$ cat config.mk
export PLATFORM = sky130hd
export DESIGN_NAME = adder_tree_acc
export DESIGN_NICKNAME = d
export VERILOG_FILES = /design/src/rtl/mac_pkg.sv /design/src/rtl/adder_tree_level.sv /design/src/rtl/adder_tree_acc.sv
export SDC_FILE = /design/constraint.sdc
export NUM_CORES = 1
export LEC_CHECK = 0
export ABC_AREA = 1
export CAP_MARGIN = 15
export CORE_ASPECT_RATIO = 0.7
export CORE_UTILIZATION = 30
export CTS_BUF_LIST = sky130_fd_sc_hd__clkbuf_4
export CTS_CLUSTER_SIZE = 8
export DETAILED_ROUTE_END_ITERATION = 12
export SYNTH_ARGS = -nofsm -noshare
export SYNTH_HDL_FRONTEND = slang
export SYNTH_SLANG_ARGS = --single-unit
$ cat constraint.sdc
create_clock -name clk -period 20.2 [get_ports clk]
set_clock_uncertainty 0.05 [all_clocks]
set_input_delay 4.04 -clock clk [delete_from_list [all_inputs] [get_ports clk]]
set_output_delay 4.04 -clock clk [all_outputs]
set_load 0.005 [all_outputs]
$ cat src/rtl/mac_pkg.sv
// mac_pkg: shared widths and helper functions for the MAC datapath
package mac_pkg;
   localparam int MAC_DATA_WIDTH = 14;
   localparam int MAC_OUT_WIDTH = 14;

   function automatic int clog2(input int n);
      int r = 0;
      while ((1 << r) < n) r++;
      return r;
   endfunction

   // number of elements left after k pairwise reduction levels
   function automatic int level_count(input int n, input int k);
      return (n + (1 << k) - 1) >> k;
   endfunction

   function automatic logic signed [63:0] sat_signed(input logic signed [63:0] value, input int width);
      logic signed [63:0] hi, lo;
      hi = (64'sd1 <<< (width - 1)) - 64'sd1;
      lo = -(64'sd1 <<< (width - 1));
      return (value > hi) ? hi : (value < lo) ? lo : value;
   endfunction
endpackage

$ cat src/rtl/adder_tree_level.sv
// adder_tree_level: one registered level of pairwise signed sums
module adder_tree_level #(
   parameter int IN_COUNT = 2,
   parameter int IN_WIDTH = 14
) (
   input  logic clk,
   input  logic rst,
   input  logic in_valid,
   input  logic [IN_COUNT*IN_WIDTH-1:0] in_data,
   output logic out_valid,
   output logic [((IN_COUNT+1)/2)*(IN_WIDTH+1)-1:0] out_data
);
   localparam int OC = (IN_COUNT + 1) / 2;
   localparam int OW = IN_WIDTH + 1;

   logic [OC*OW-1:0] sums;

   for (genvar i = 0; i < OC; i++) begin : g_pair
      logic signed [OW-1:0] a, b;
      assign a = OW'($signed(in_data[2*i*IN_WIDTH +: IN_WIDTH]));
      // an odd leftover element passes through with a zero partner
      if (2*i + 1 < IN_COUNT) begin : g_two
         assign b = OW'($signed(in_data[(2*i+1)*IN_WIDTH +: IN_WIDTH]));
      end else begin : g_one
         assign b = '0;
      end
      assign sums[i*OW +: OW] = a + b;
   end

   always_ff @(posedge clk or posedge rst)
      if (rst) begin
         out_valid <= 1'b0;
         out_data <= '0;
      end else begin
         out_valid <= in_valid;
         out_data <= sums;
      end
endmodule

$ cat src/rtl/adder_tree_acc.sv
// adder_tree_acc: pipelined signed adder tree with per-group accumulator, bias and saturation
module adder_tree_acc
   import mac_pkg::*;
#(
   parameter int DATA_WIDTH = MAC_DATA_WIDTH,
   parameter int NUM_INPUTS = 27,
   parameter int OUT_WIDTH = MAC_OUT_WIDTH,
   parameter int GROUP_BITS = 8,
   parameter int SAT_EN = 1
) (
   input  logic clk,
   input  logic rst,
   input  logic in_valid,
   input  logic in_last,
   input  logic [NUM_INPUTS*DATA_WIDTH-1:0] in_data,
   input  logic signed [DATA_WIDTH-1:0] bias_in,
   output logic signed [OUT_WIDTH-1:0] out_data,
   output logic out_valid,
   output logic out_overflow
);
   localparam int TREE_DEPTH = clog2(NUM_INPUTS);
   localparam int ACC_WIDTH = DATA_WIDTH + TREE_DEPTH + GROUP_BITS + 1;
   localparam int SUM_WIDTH = DATA_WIDTH + TREE_DEPTH;

   for (genvar k = 0; k <= TREE_DEPTH; k++) begin : g_lvl
      logic [level_count(NUM_INPUTS, k)*(DATA_WIDTH+k)-1:0] d;
      logic v;
      if (k == 0) begin : g_in
         assign d = in_data;
         assign v = in_valid;
      end else begin : g_add
         adder_tree_level #(
            .IN_COUNT(level_count(NUM_INPUTS, k - 1)),
            .IN_WIDTH(DATA_WIDTH + k - 1)
         ) u_level (
            .clk(clk),
            .rst(rst),
            .in_valid(g_lvl[k-1].v),
            .in_data(g_lvl[k-1].d),
            .out_valid(v),
            .out_data(d)
         );
      end
   end

   // last flag and bias ride alongside the tree so they meet the matching sum
   logic [DATA_WIDTH:0] side [TREE_DEPTH];

   always_ff @(posedge clk or posedge rst)
      if (rst) begin
         for (int i = 0; i < TREE_DEPTH; i++) side[i] <= '0;
      end else begin
         side[0] <= {in_last & in_valid, bias_in};
         for (int i = 1; i < TREE_DEPTH; i++) side[i] <= side[i-1];
      end

   logic tree_valid, tree_last, first_flag;
   logic signed [SUM_WIDTH-1:0] tree_sum;
   logic signed [DATA_WIDTH-1:0] tree_bias;
   logic signed [ACC_WIDTH-1:0] acc, base, sum;
   logic signed [63:0] sum_wide, sum_sat;

   assign tree_valid = g_lvl[TREE_DEPTH].v;
   assign tree_sum = g_lvl[TREE_DEPTH].d;
   assign {tree_last, tree_bias} = side[TREE_DEPTH-1];

   always_comb begin
      base = first_flag ? ACC_WIDTH'(tree_bias) : acc;
      sum = base + ACC_WIDTH'(tree_sum);
      sum_wide = 64'(sum);
      sum_sat = sat_signed(sum_wide, OUT_WIDTH);
   end

   always_ff @(posedge clk or posedge rst)
      if (rst) begin
         acc <= '0;
         first_flag <= 1'b1;
         out_data <= '0;
         out_valid <= 1'b0;
         out_overflow <= 1'b0;
      end else begin
         out_valid <= 1'b0;
         if (tree_valid) begin
            if (tree_last) begin
               out_data <= (SAT_EN != 0) ? sum_sat[OUT_WIDTH-1:0] : sum[OUT_WIDTH-1:0];
               out_overflow <= sum_sat != sum_wide;
               out_valid <= 1'b1;
               acc <= '0;
               first_flag <= 1'b1;
            end else begin
               acc <= sum;
               first_flag <= 1'b0;
            end
         end
      end
endmodule

==> results.json <==
{
  "grt.overflow.total": 0,
  "clk_pin_slew_ns": 0.06,
  "drt_iter0_drc": 1161,
  "vias": 24485,
  "stdcell_area_um2": 39800,
  "status": "finished with violations",
  "post-cts-setup-buffers": 0,
  "grt_max_degree": 83,
  "ys_top_cells_by_area": "dfrtp_1, ha_1, nand2_1, xor2_1, inv_1",
  "critPathKind": "in -> async",
  "yosysTopAreaCell": "dfrtp_1",
  "end_kind": "asynchronous set/reset pin",
  "path_max_fanout": 82,
  "layout-drive-gt1-share_pct": 5.85,
  "avgSynthCellArea_um2": 9.41,
  "clkLatencyLatePin_ns": 1.00,
  "start_util_pct": 30.2,
  "clockPowerShare_pct": 17.7,
  "synth.distinct_cells": 39,
  "worst_setup_path_start_kind": "input pin",
  "slew_viol_final": 0,
  "pwr-share-seq_pct": 31.4,
  "drc_errors": 1,
  "power_density_nw_per_um2": 138,
  "firstDrtPassIters": 9,
  "clockBufferDepth": 3,
  "grt_pass1_vias": 24319,
  "grt_antenna_before_repair": 3,
  "hold_violations": 0,
  "cts_tree": "done",
  "antenna_left": 0,
  "syn2layout_area_growth_pct": 24.0,
  "power.internal_mw": 3.13,
  "violations": "DRC",
  "place_hpwl_mm": 60.8,
  "wl_per_cell_um": 13.9,
  "place_area_um2": 38000,
  "die_width_um": 393,
  "syn_nets": 4251,
  "cts_hold_buf": 0,
  "p_comb_share_pct": 50.9,
  "root_buffer": "clkbuf_4",
  "die_h_um": 276,
  "power.share.switching_pct": 43.1,
  "fin_nets": 4798,
  "coreArea_um2": 106000,
  "routed_wl_mm": 76.2,
  "port-buffer-count": 411,
  "min_period_over_period_pct": 33.0,
  "finalSetupViolCount": 0,
  "gp_congestion": 0.880,
  "die_area_um2": 108000,
  "post_cts_resized": 0,
  "critPathRequiredTime_ns": 21.12,
  "relSlewSlack_pct": 22.6,
  "cts_sinks": 568,
  "pin_count": 412,
  "p_leak_nw": 19.4,
  "num_rows": 100,
  "ys_warn_count": 0,
  "tightest_slew_ns": 1.16,
  "cts_max_level": 4,
  "grt_pass1_wl_mm": 123,
  "ir_drop_mv": 0.0565,
  "setup_tns_ns": 0,
  "crit_arrival_ns": 7.58,
  "max_freq_mhz": 150,
  "synth_seq_cells": 568,
  "yosysSeqAreaShare_pct": 44.3,
  "drv_cap": 0,
  "rsz0062_at_grt": "false",
  "hold_class": "reg -> reg",
  "numCtsBuffers": 142,
  "min_period_ns": 6.66,
  "switchingPower_mw": 2.37,
  "vias_per_cell": 4.45,
  "post-synth-top-area-fraction_pct": 44.2,
  "syn_area_um2": 32100,
  "synthCells": 3413,
  "grtUsageTotal_pct": 14.4
}
==> layout make-up <==
cell class	instances	area, um2
diodes	3	7.51
clock inverters	56	354
multi-input cells	2394	16200
fillers	10726	66400
clock buffers	194	1460
inverters	436	1640
well taps	1428	1790
flip-flops and latches	568	14200
repair buffers	418	4170
==> state kept, by name, summed over array words and instances, names as in the netlist <==
name and count:
first_flag 1, g_lvl.g_add.u_level.out_data 443, out_valid 1, side 75, g_lvl.g_add.u_level.out_valid 5, acc 28, out_data 14, out_overflow 1
==> power groups by stage <==
| stage | sequential, mW | clock [mW] | combinational (mW) |
|---|---|---|---|
| after floorplan | 1.64 | 0 | 2.05 |
| after global placement | 1.75 | 0 | 2.75 |
| after detailed placement | 1.75 | 0 | 2.79 |
| after CTS | 1.73 | 1.03 | 2.80 |
| after global routing | 1.76 | 1.09 | 3.18 |
| final | 1.73 | 0.976 | 2.80 |
==> logic make-up (layout without fill, tap and decap cells) <==
family | after synthesis | in the layout | synth area share (%)
AND/OR/NAND/NOR | 969 | 969 | 12.5
AO/OA/AOI/OAI | 666 | 666 | 11.4
flip-flops | 568 | 568 | 44.3
buffers and inverters | 451 | 1104 | 5.30
adder cells (fa/ha/maj) | 442 | 442 | 17.8
XOR/XNOR | 317 | 317 | 8.64
other | 0 | 3 | 0
==> worst paths after layout <==
check | start | to | slack, ns | cells past startpoint
min in group asynchronous | rst | g_lvl[1].g_add.u_level.out_data[14] | 3.49 | 2
worst max register to register | first_flag | out_data[10] | 15.28 | 17
worst max-delay path | rst | g_lvl[2].g_add.u_level.out_data[90] | 13.54 | 5
max in group clk | out_data[13] | out_data[13] | 14.27 | 1
worst min-delay path | g_lvl[2].g_add.u_level.out_data[109] | g_lvl[3].g_add.u_level.out_data[64] | 0.29 | 0
worst min register to register | g_lvl[2].g_add.u_level.out_data[109] | g_lvl[3].g_add.u_level.out_data[64] | 0.29 | 0
==> worst max-delay path, cell delays in order <==
cell,delay (ns)
clkdlybuf4s50_1,0.50
inv_8,0.43
buf_4,0.72
buf_4,0.84
buf_4,0.89
==> cell usage after synthesis <==
master,number
o21ai_0,178
a31oi_1,27
inv_1,434
a21boi_0,39
nand3b_1,9
xor2_1,207
nand2_2,4
dfstp_2,1
o22ai_1,32
xnor2_1,110
nor2_2,3
a21boi_1,9
a21o_1,10
o211ai_1,9
and2_1,2
nor2_1,165
nand4_1,45
fa_1,27
a21oi_2,3
nor3b_1,1
o31ai_1,7
o21bai_1,9
a21oi_1,319
clkbuf_1,13
o21a_1,8
o21ai_1,7
nand3_1,121
clkinv_1,2
nand3_2,3
dfrtp_1,567
buf_2,1
buf_6,1
a211oi_1,7
nor3_1,23
nor3_2,1
nand2_4,1
nand2_1,591
o2bb2ai_1,2
ha_1,415
==> per-layer routing <==
metal	vias up	GRT usage [%]	share of wire [%]	wire, um
met5	-	0	0	0
met4	0	4.60	2.0	1490
met3	98	3.51	5.1	3900
met2	454	21.5	43	32700
met1	11379	20.3	50	38100
li1	12554	-	-	-
==> cells in the final DEF (no fill, tap or decap), types with 3 or more instances in the layout <==
| master | netlist | final |
|---|---|---|
| nand3_2 | 3 | 3 |
| nor3_1 | 23 | 23 |
| diode_2 | 0 | 3 |
| clkinv_1 | 2 | 38 |
| o211ai_1 | 9 | 9 |
| xnor2_1 | 110 | 110 |
| o21ai_0 | 178 | 178 |
| a21o_1 | 10 | 10 |
| o21bai_1 | 9 | 9 |
| inv_1 | 434 | 433 |
| nand3_1 | 121 | 121 |
| clkinv_2 | 0 | 7 |
| a21oi_1 | 319 | 319 |
| ha_1 | 415 | 415 |
| xor2_1 | 207 | 207 |
| inv_2 | 0 | 3 |
| nand3b_1 | 9 | 9 |
| buf_4 | 0 | 7 |
| o22ai_1 | 32 | 32 |
| o31ai_1 | 7 | 7 |
| a21oi_2 | 3 | 3 |
| fa_1 | 27 | 27 |
| clkbuf_4 | 0 | 194 |
| o21a_1 | 8 | 8 |
| nand2_1 | 591 | 591 |
| nand2_2 | 4 | 4 |
| dfrtp_1 | 567 | 567 |
| a31oi_1 | 27 | 27 |
| a21boi_1 | 9 | 9 |
| a21boi_0 | 39 | 39 |
| nand4_1 | 45 | 45 |
| o21ai_1 | 7 | 7 |
| nor2_2 | 3 | 3 |
| a211oi_1 | 7 | 7 |
| nor2_1 | 165 | 165 |
| clkdlybuf4s50_1 | 0 | 411 |
| bufinv_16 | 0 | 4 |
==> through the flow <==
step / hold slack [ns] / utilization [%] / worst slack (ns) / power [mW] / instances
global route: 0.302 / 37.5 / 13.01 / 6.03 / 5497
global placement: 0.284 / 35.8 / 12.34 / 4.51 / 5244
detailed placement: 0.285 / 35.8 / 12.25 / 4.54 / 5244
floorplan: 0.281 / - / 0.224 / 3.69 / 3413
finish: 0.287 / 37.5 / 13.54 / 5.50 / 5497
CTS: 0.296 / 37.5 / 13.45 / 5.57 / 5494
(Power assumes the default switching activity.)
